$ cat config.mk
export PLATFORM = sky130hd
export DESIGN_NAME = irq_arbiter
export DESIGN_NICKNAME = d
export VERILOG_FILES = /design/src/rtl/irq_arbiter.sv
export SDC_FILE = /design/constraint.sdc
export NUM_CORES = 1
export LEC_CHECK = 0
export BUFFER_PORTS_ARGS = -buffer_cell sky130_fd_sc_hd__buf_4
export CAP_MARGIN = 5
export CELL_PAD_IN_SITES_DETAIL_PLACEMENT = 0
export CELL_PAD_IN_SITES_GLOBAL_PLACEMENT = 1
export CORE_ASPECT_RATIO = 0.75
export CORE_MARGIN = 3
export CORE_UTILIZATION = 30
export CTS_CLUSTER_SIZE = 10
export DETAILED_ROUTE_END_ITERATION = 12
export GPL_ROUTABILITY_DRIVEN = 0
export MAX_ROUTING_LAYER = met4
export PLACE_DENSITY = 0.91
export SYNTH_ARGS = -nofsm -noshare
export SYNTH_HDL_FRONTEND = slang
export SYNTH_SLANG_ARGS = --single-unit
$ cat constraint.sdc
create_clock -name clk -period 2 [get_ports clk]
set_input_delay 0.3 -clock clk [delete_from_list [all_inputs] [get_ports clk]]
set_output_delay 0.3 -clock clk [all_outputs]
set_load 0.02 [all_outputs]
$ cat src/rtl/irq_arbiter.sv
// Fixed-priority interrupt arbiter with memory-mapped PEND/MASK/EDGE/CAUSE/EOI registers.
// Requests cross a synchronizer; one source is armed, taken in user mode, then held until EOI.
module irq_arbiter #(
  parameter int          NSRC        = 4,
  parameter int          SYNC_STAGES = 2,
  parameter logic [31:0] BASE_ADDR   = 32'h40000030
) (
  input  logic            clk,
  input  logic            reset,
  input  logic [NSRC-1:0] src,
  input  logic            pc31,
  input  logic [31:0]     mem_addr,
  input  logic [31:0]     mem_wdata,
  input  logic            mem_wr,
  input  logic            mem_rd,
  output logic [31:0]     mem_rdata,
  output logic            irq,
  output logic [2:0]      irq_id
);

  localparam logic [31:0] A_PEND  = BASE_ADDR;
  localparam logic [31:0] A_MASK  = BASE_ADDR + 32'h4;
  localparam logic [31:0] A_EDGE  = BASE_ADDR + 32'h8;
  localparam logic [31:0] A_CAUSE = BASE_ADDR + 32'hC;
  localparam logic [31:0] A_EOI   = BASE_ADDR + 32'h10;

  typedef enum logic [1:0] {IDLE, ARM, SERVICE} state_t;

  state_t          state_q, state_d;
  logic [NSRC-1:0] sync_q [SYNC_STAGES];
  logic [NSRC-1:0] sync_d [SYNC_STAGES];
  logic [NSRC-1:0] s_dly_q, s_dly_d;
  logic [NSRC-1:0] pend_q, pend_d;
  logic [NSRC-1:0] mask_q, mask_d;
  logic [NSRC-1:0] edge_q, edge_d;
  logic [2:0]      irq_id_q, irq_id_d;

  logic [NSRC-1:0] s, rise, avail, edge_chg;
  logic            wr_pend, wr_mask, wr_edge, wr_eoi;
  logic            any_avail, cur_avail, take;
  logic [2:0]      win_id;
  logic            unused_wdata;

  assign unused_wdata = ^mem_wdata;

  always_comb begin
    sync_d[0] = src;
    for (int i = 1; i < SYNC_STAGES; i++) sync_d[i] = sync_q[i-1];
    s       = sync_q[SYNC_STAGES-1];
    s_dly_d = s;
    rise    = s & ~s_dly_q;

    wr_pend = mem_wr && (mem_addr == A_PEND);
    wr_mask = mem_wr && (mem_addr == A_MASK);
    wr_edge = mem_wr && (mem_addr == A_EDGE);
    wr_eoi  = mem_wr && (mem_addr == A_EOI);

    mask_d   = wr_mask ? mem_wdata[NSRC-1:0] : mask_q;
    edge_d   = wr_edge ? mem_wdata[NSRC-1:0] : edge_q;
    edge_chg = wr_edge ? (mem_wdata[NSRC-1:0] ^ edge_q) : '0;

    avail     = pend_q & mask_q;
    any_avail = |avail;
    win_id    = 3'd0;
    for (int i = NSRC-1; i >= 0; i--) begin
      if (avail[i]) win_id = i[2:0];
    end
    cur_avail = 1'b0;
    for (int i = 0; i < NSRC; i++) begin
      if (irq_id_q == i[2:0]) cur_avail = avail[i];
    end

    state_d  = state_q;
    irq_id_d = irq_id_q;
    take     = 1'b0;
    case (state_q)
      IDLE: begin
        if (any_avail) begin
          state_d  = ARM;
          irq_id_d = win_id;
        end
      end
      ARM: begin
        if (!cur_avail) begin
          state_d = IDLE;
        end else if (!pc31) begin
          state_d = SERVICE;
          take    = 1'b1;
        end
      end
      SERVICE: begin
        if (wr_eoi) state_d = IDLE;
      end
      default: state_d = IDLE;
    endcase

    // A new edge beats both W1C and the take-clear; a mode switch beats everything.
    for (int i = 0; i < NSRC; i++) begin
      if (edge_chg[i]) begin
        pend_d[i] = 1'b0;
      end else if (edge_q[i]) begin
        if (rise[i])                              pend_d[i] = 1'b1;
        else if (wr_pend && mem_wdata[i])         pend_d[i] = 1'b0;
        else if (take && (irq_id_q == i[2:0]))    pend_d[i] = 1'b0;
        else                                      pend_d[i] = pend_q[i];
      end else begin
        pend_d[i] = s[i];
      end
    end
  end

  always_comb begin
    mem_rdata = 32'd0;
    if (mem_rd) begin
      case (mem_addr)
        A_PEND:  mem_rdata[NSRC-1:0] = pend_q;
        A_MASK:  mem_rdata[NSRC-1:0] = mask_q;
        A_EDGE:  mem_rdata[NSRC-1:0] = edge_q;
        A_CAUSE: mem_rdata = {(state_q != IDLE), 28'd0, irq_id_q};
        default: mem_rdata = 32'd0;
      endcase
    end
  end

  assign irq    = (state_q == ARM);
  assign irq_id = irq_id_q;

  always_ff @(posedge clk) begin
    if (reset) begin
      for (int i = 0; i < SYNC_STAGES; i++) sync_q[i] <= '0;
      s_dly_q  <= '0;
      pend_q   <= '0;
      mask_q   <= '0;
      edge_q   <= '0;
      irq_id_q <= 3'd0;
      state_q  <= IDLE;
    end else begin
      sync_q   <= sync_d;
      s_dly_q  <= s_dly_d;
      pend_q   <= pend_d;
      mask_q   <= mask_d;
      edge_q   <= edge_d;
      irq_id_q <= irq_id_d;
      state_q  <= state_d;
    end
  end

endmodule
=== After elaboration in Yosys (flattened, before gate mapping) ===
Index checks and enable logic that the tools add are counted.

* Equal/unequal tests: 17
* Mux-type cells: 36
* Bitwise gates (word level): 4
* Reductions and logical operators: 22

{| class="wikitable"
|+ Operators by type and width
! kind !! count
|-
| $eq A32 B31 Y1 const B || 5
|-
| $mux W32 || 1
|-
| $mux W28 || 1
|-
| $mux W1 || 23
|-
| $ne A4 B1 Y1 const B || 4
|-
| $pmux W4 S4 || 1
|-
| $logic_and A1 B1 Y1 || 12
|-
| $mux W2 || 5
|-
| $mux W3 || 3
|-
| $and A4 B4 Y4 || 2
|-
| $reduce_or A2 Y1 || 4
|-
| $eq A3 B2 Y1 const B || 2
|-
| $pmux W2 S3 || 1
|-
| $mux W4 || 1
|-
| $ne A2 B2 Y1 const B || 2
|-
| $not A4 Y4 || 1
|-
| $reduce_or A4 Y1 || 1
|-
| $xor A4 B4 Y4 || 1
|-
| $eq A3 B1 Y1 const B || 1
|-
| $logic_not A3 Y1 || 1
|-
| $ne A3 B3 Y1 const B || 1
|-
| $reduce_and A3 Y1 || 1
|-
| $eq A2 B1 Y1 const B || 1
|-
| $eq A2 B2 Y1 const B || 1
|-
| 3 further kinds || 3
|}

* Register bits: 29
* Input bits: 73
* Output and inout port bits: 36
* Word-level logic and storage cells: 90

=== Longest topological paths before layout ===
Gate-level depths: netlist (run 1).

* Word-level depth: 12
* Gate-level depth with buffers: 6
* Depth with buffers taken out: 5

=== Worst setup path after synthesis (run 1) ===
No wires, ideal clock.

* Path kind: input to output
* Start: input mem_addr[11]
* End: output mem_rdata[31]
* Arrival: 1.427 ns
* Required time: 1.700 ns
* Setup slack: 0.273 ns
* Stages on the path: 4
* Buffers on the path: 0
* Cells stage by stage: nor4_4 nand4_4 nor3_1 and4b_1

* Word-level cells in the longest chain between the ends: 3

{| class="wikitable"
|+ RTL lines
! what !! RTL line !! RTL
|-
| start, declared || 12 || <nowiki>input logic [31:0] mem_addr,</nowiki>
|-
| $eq A32 B31 Y1 || 115 || <nowiki>case (mem_addr)</nowiki>
|-
| $mux W28 || 115 ||
|-
| $mux W32 || 114 || <nowiki>if (mem_rd) begin</nowiki>
|-
| end, declared || 16 || <nowiki>output logic [31:0] mem_rdata,</nowiki>
|}

Every way passes these cells.

=== Worst setup path after layout (run 1) ===
* Start: input mem_addr[19]
* End: output mem_rdata[31]

Same word-level chain as after synthesis.

==> flow_summary.ini, run 1 <==
[sta]
finalMaxSlewViolations = 0
maxSlewHeadroom = 0.655
hold_viol_final = 0
hold-worst-slack_ps = 236
rsz0062_at_grt = false
fin_skew_ps = 7.01
fmax_mhz = 542
layout_min_cycle_time_ps = 1840
post-route-period-util = 0.922
setup_viol = 0
worstMarginPinSlew_ps = 511
totalNegativeSetupSlack_ps = 0

[global_routing]
grt_first_pass_wirelength_um = 6760
antenna_found_initial = 0
grt_usage = 0.126
grt_max_degree = 34
grt_pass1_vias = 1357
overflow = 0

[setup_path]
critical_path.slowest_cell = nor4_4
crit_required_ps = 1700
crit_type = input pin to output port
path_delay_family = simple AND/OR/NAND/NOR gates
worst-endpoint-arrival_ps = 1540
cp_cell_sequence = buf_4, nor4_4, nand4_4, nor3_1, buf_4, and4b_1, buf_4
path_common_cell = buf_4
critPathLaunchType = input pin
path_max_fanout = 5
slowest_delay_ps = 310
path_buf_inv = 3
end_kind = output port

[clock_tree]
cts_resized = 0
cts_num_sinks = 28
cts_tree = built
insertion_delay_ps = 270
cts_max_path_buffers = 2
htreeDepth = 1
cts_setup_buffers = 0
holdBufCountCts = 0
clk_pin_slew_ps = 90
cts_buffers = 3
cts-root-buf = clkbuf_8

[floorplanning]
start_util = 0.325
fp.dieH_um = 73.3
io_pins = 109
core-area_sq_um = 5580
num_rows = 23
die_width_um = 95.8
die_area_sq_um = 7030

[placed_design]
dpl.hpwl_um = 3360
numPortBuffers = 52

[yosys]
syn_area_sq_um = 1810
yosysWarnings = 0
synthCells = 194
syn_area_per_cell_sq_um = 9.35
yosysSeqAreaShare = 0.309
synth-seq-cells = 28
ys_types = 36

[final_layout]
drive_above_1_share = 0.296
antenna_cells = 0
nNetsFinal = 321
num-fill-cells = 564
syn2layout_area_growth_pct = 24.7

[power]
p_per_area_nw_per_um2 = 497
power_frac_comb = 0.177
peakVddDrop_mv = 0.235
leakage_nw = 0.900
cell_internal_pwr_w = 0.000832
p_switching_w = 0.000291
seqPwrFrac = 0.513
switching_share = 0.259
pwr-share-clk = 0.310

[route]
via_per_inst = 4.57
drt-total-wl_um = 4240
drt_iter0_drc = 115
vias = 1472
wl_per_cell_um = 13.2
drc = 0
dr.pass1.iters = 4
antenna_left = 0

[run]
cap_violations = 0

[hold_path]
hp-class = input pin to register

[status]
status = complete, no violations
-- worst reg2reg max path: cells and delay by family (launching register included) --
family	cells	cell delay, ps
AOI/OAI and AO/OA	2	300
DFF	1	400
and+or+nand+nor	2	660
-- cell type report --
cell class,count,area (sq um),area share
Multi-Input combinational cell,156,1120,0.494
Sequential cell,28,561,0.248
Timing Repair Buffer,57,428,0.189
Tap cell,75,93.8,0.0415
Clock buffer,4,55.1,0.0243
Inverter,2,7.51,0.00332
-- power groups by stage --
stage	clock network, W	registers [W]	logic, W
finish	0.000349	0.000576	0.000199
detailed placement	0	0.000589	0.000196
floorplan	0	0.000586	0.000148
global placement	0	0.000588	0.000194
CTS	0.000362	0.000576	0.000196
global route	0.000383	0.000577	0.000218
-- flip-flops by register name (all words and copies together) (netlist names) --
| name | count |
|---|---|
| s_dly_q | 4 |
| sync_d | 4 |
| state_q | 2 |
| mask_q | 4 |
| s | 4 |
| irq_id | 2 |
| pend_q | 4 |
| edge_q | 4 |
-- path summary, 6_finish.rpt --
check	from	endpoint	slack [ps]	cells past startpoint
setup / recovery	mem_addr[19]	mem_rdata[31]	160	7
hold / removal	src[3]	sync_d[3]	240	2
hold reg to reg	sync_d[0]	s[0]	430	1
setup reg to reg	irq_id[1]	pend_q[1]	530	4
-- stage by stage --
| step | utilization | total power, W | cells | setup slack [ps] | area [sq um] |
|---|---|---|---|---|---|
| 4_1_cts | 0.404 | 0.00113 | 322 | 145 | 2250 |
| 3_5_place_dp | 0.394 | 0.000785 | 318 | 80.2 | 2200 |
| 6_report | 0.405 | 0.00112 | 322 | 156 | 2260 |
| 3_3_place_gp | 0.394 | 0.000782 | 318 | 152 | 2200 |
| 5_1_grt | 0.405 | 0.00118 | 322 | 1.31 | 2260 |
| 2_1_floorplan | - | 0.000735 | 221 | 273 | 1920 |
-- cells in the mapped netlist --
master / count / area share
nor2_1: 3 / 0.0062
dfxtp_1: 28 / 0.31
o21ai_0: 9 / 0.025
buf_4: 28 / 0.12
nor2b_1: 14 / 0.048
a22o_1: 6 / 0.029
nor4b_2: 1 / 0.0083
and3b_1: 1 / 0.0048
nor3_1: 4 / 0.011
and4b_1: 1 / 0.0055
nand3_1: 4 / 0.011
nor4_2: 1 / 0.0069
nand4_1: 2 / 0.0069
nand3_2: 1 / 0.0055
buf_2: 2 / 0.0055
nor4b_1: 2 / 0.0097
o211ai_1: 2 / 0.0083
buf_1: 1 / 0.0021
nand3b_1: 7 / 0.029
nand4_4: 1 / 0.012
a32oi_1: 3 / 0.014
nor4_4: 6 / 0.070
inv_1: 2 / 0.0041
a21oi_1: 3 / 0.0083
conb_1: 1 / 0.0021
and2_1: 4 / 0.014
nand2_1: 13 / 0.027
a211oi_1: 5 / 0.021
mux2i_1: 14 / 0.077
mux4_2: 2 / 0.025
nand2b_1: 14 / 0.048
a32o_1: 1 / 0.0055
o311a_1: 1 / 0.0055
nor4_1: 1 / 0.0035
clkbuf_1: 4 / 0.0083
o22ai_1: 2 / 0.0069
-- placed cells by master, fill, tap and decap left out, types with 2 or more instances in the layout --
master and instances:
nor2_1 3, nand3_1 4, nand2_1 13, inv_1 2
a32oi_1 3, nand4_1 2, o211ai_1 2, nor3_1 4
a22o_1 6, dfxtp_1 28, conb_1 28, o22ai_1 2
a21oi_1 3, buf_4 57, a211oi_1 5, o21ai_0 9
nand2b_1 14, nor4_4 7, clkbuf_8 4, nor4b_1 2
nand3b_1 7, mux4_2 2, and2_1 4, mux2i_1 14
nor2b_1 14
-- per-layer routing --
metal / part of all wire / global-route usage / vias to the layer above / routed length (um)
li1: - / - / 753 / -
met1: 0.46 / 0.178 / 674 / 1950
met2: 0.48 / 0.190 / 43 / 2060
met3: 0.053 / 0.0287 / 2 / 226
met4: 0.0021 / 0.0142 / 0 / 9
met5: 0 / - / - / 0
-- kinds of logic after synthesis --
family,synth area share
buffers and inverters,0.136
AND/OR/NAND/NOR,0.328
AO/OA/AOI/OAI,0.123
flip-flops,0.309
multiplexers,0.102
other,0.00207
(Power assumes the default switching activity.)
==> run 2, diff against run 1 <==
--- a/config.mk
+++ b/config.mk
@@ -16,7 +16,7 @@
 export DETAILED_ROUTE_END_ITERATION = 12
 export GPL_ROUTABILITY_DRIVEN = 0
 export MAX_ROUTING_LAYER = met4
-export PLACE_DENSITY = 0.91
+export PLACE_DENSITY = 0.76
 export SYNTH_ARGS = -nofsm -noshare
 export SYNTH_HDL_FRONTEND = slang
 export SYNTH_SLANG_ARGS = --single-unit
==> flow_summary.ini, run 2 (same netlist as run 1, synthesis figures left out) <==
[final_layout]
final_cell_mix = 59 x buf_4, 28 x conb_1, 28 x dfxtp_1
syn2layout_area_growth_pct = 24.8
multi_input_area_sq_um = 1120
drive_above_1_share = 0.298
num-fill-cells = 577
regArea_sq_um = 561
antenna_cells = 0
final_common_cell = buf_4
nNetsFinal = 323

[clock_tree]
cts_setup_buffers = 0
insertion_delay_ps = 270
cts_num_sinks = 28
holdBufCountCts = 0
cts-root-buf = clkbuf_8
cts_max_path_buffers = 2
clk_pin_slew_ps = 90
cts_buffers = 3
cts_resized = 0
htreeDepth = 1
cts_tree = built

[power]
p_per_area_nw_per_um2 = 477
pwr-share-clk = 0.283
peakVddDrop_mv = 0.301
cell_internal_pwr_w = 0.000791
leakage_nw = 0.904
switching_share = 0.267
p_switching_w = 0.000288
seqPwrFrac = 0.533
power_frac_comb = 0.184

[setup_path]
crit_type = input pin to output port
end_kind = output port
critPathLaunchType = input pin
reg2reg_depth = 4
worst-endpoint-arrival_ps = 1560
ff2ff_setup_slack_ps = 570
rr_startpoint = irq_id[1]
crit_required_ps = 1700
path_max_fanout = 5
r2r_end = pend_q[1]

[floorplanning]
die_area_sq_um = 7030
start_util = 0.325
die_width_um = 95.8
fp.dieH_um = 73.3
core-area_sq_um = 5580
io_pins = 109
num_rows = 23

[route]
drt-total-wl_um = 4240
met3_wirelength_um = 250
antenna_left = 0
highest_layer = met4
met1Wirelength_um = 2000
drt_iter0_drc = 75
wl_per_cell_um = 13.1
vias = 1504
via_per_inst = 4.66
wl_met2_um = 1970
drc = 0
dr.pass1.iters = 5

[sta]
hold_viol_final = 0
fin_ws_ps = 138
post-route-period-util = 0.931
rsz0062_at_grt = false
layout_min_cycle_time_ps = 1860
fin_skew_ps = 4.09
setup_viol = 0
finalMaxSlewViolations = 0
fmax_mhz = 537
totalNegativeSetupSlack_ps = 0

[hold_path]
min_path_cells = 2
hp-class = input pin to register
hold_end = sync_d[0]
hp-start = src[0]

[placed_design]
dpl.hpwl_um = 3270
pre_cts_slack_ps = 113
numPortBuffers = 52

[global_routing]
grt_first_pass_wirelength_um = 6640
grt_max_degree = 34
grt_pass1_vias = 1360
grt_usage = 0.125
antenna_found_initial = 0
overflow = 0

[run]
cap_violations = 0

[status]
status = complete, no violations
-- run 2: layer usage --
metal | vias up | GRT usage
met3 | 4 | 0.0287
met1 | 702 | 0.175
li1 | 758 | -
met4 | 0 | 0.00946
met2 | 40 | 0.191
met5 | - | -
-- run 2: how the worst max path moves through the flow --
stage / startpoint / endpoint / slack (ps)
6_report: mem_addr[11] / mem_rdata[31] / 140
2_1_floorplan: mem_addr[11] / mem_rdata[31] / 270
5_1_grt: mem_addr[19] / mem_rdata[31] / 10
4_1_cts: mem_addr[11] / mem_rdata[31] / 110
3_3_place_gp: mem_addr[11] / mem_rdata[31] / 130
3_5_place_dp: mem_addr[11] / mem_rdata[31] / 110
-- run 2: cell type report --
class	count	share of cell area
Inverter	2	0.00332
Multi-Input combinational cell	156	0.494
Sequential cell	28	0.248
Clock buffer	3	0.0182
Tap cell	75	0.0415
Timing Repair Buffer	59	0.196
-- run 2: metrics by stage --
step	utilization	total power [W]	instance area, sq um	hold slack [ps]	std cells
finish	0.405	0.00108	2260	234	323
global route	0.405	0.00113	2260	226	323
CTS	0.404	0.00109	2250	230	323
detailed placement	0.396	0.000785	2210	424	320
global placement	0.396	0.000783	2210	419	320
floorplan	-	0.000735	1920	414	221
-- run 2: critical path: stages --
cell and delay (ps):
buf_4 120, nor4_4 310, nand4_4 130, nor3_1 190, buf_4 170, and4b_1 200, buf_4 140
-- run 2: power groups by stage --
stage	clock network (W)	registers [W]	logic, W
floorplan	0	0.000586	0.000148
global placement	0	0.000589	0.000194
detailed placement	0	0.000589	0.000196
CTS	0.000314	0.000576	0.000196
global route	0.000337	0.000578	0.000216
finish	0.000306	0.000576	0.000198
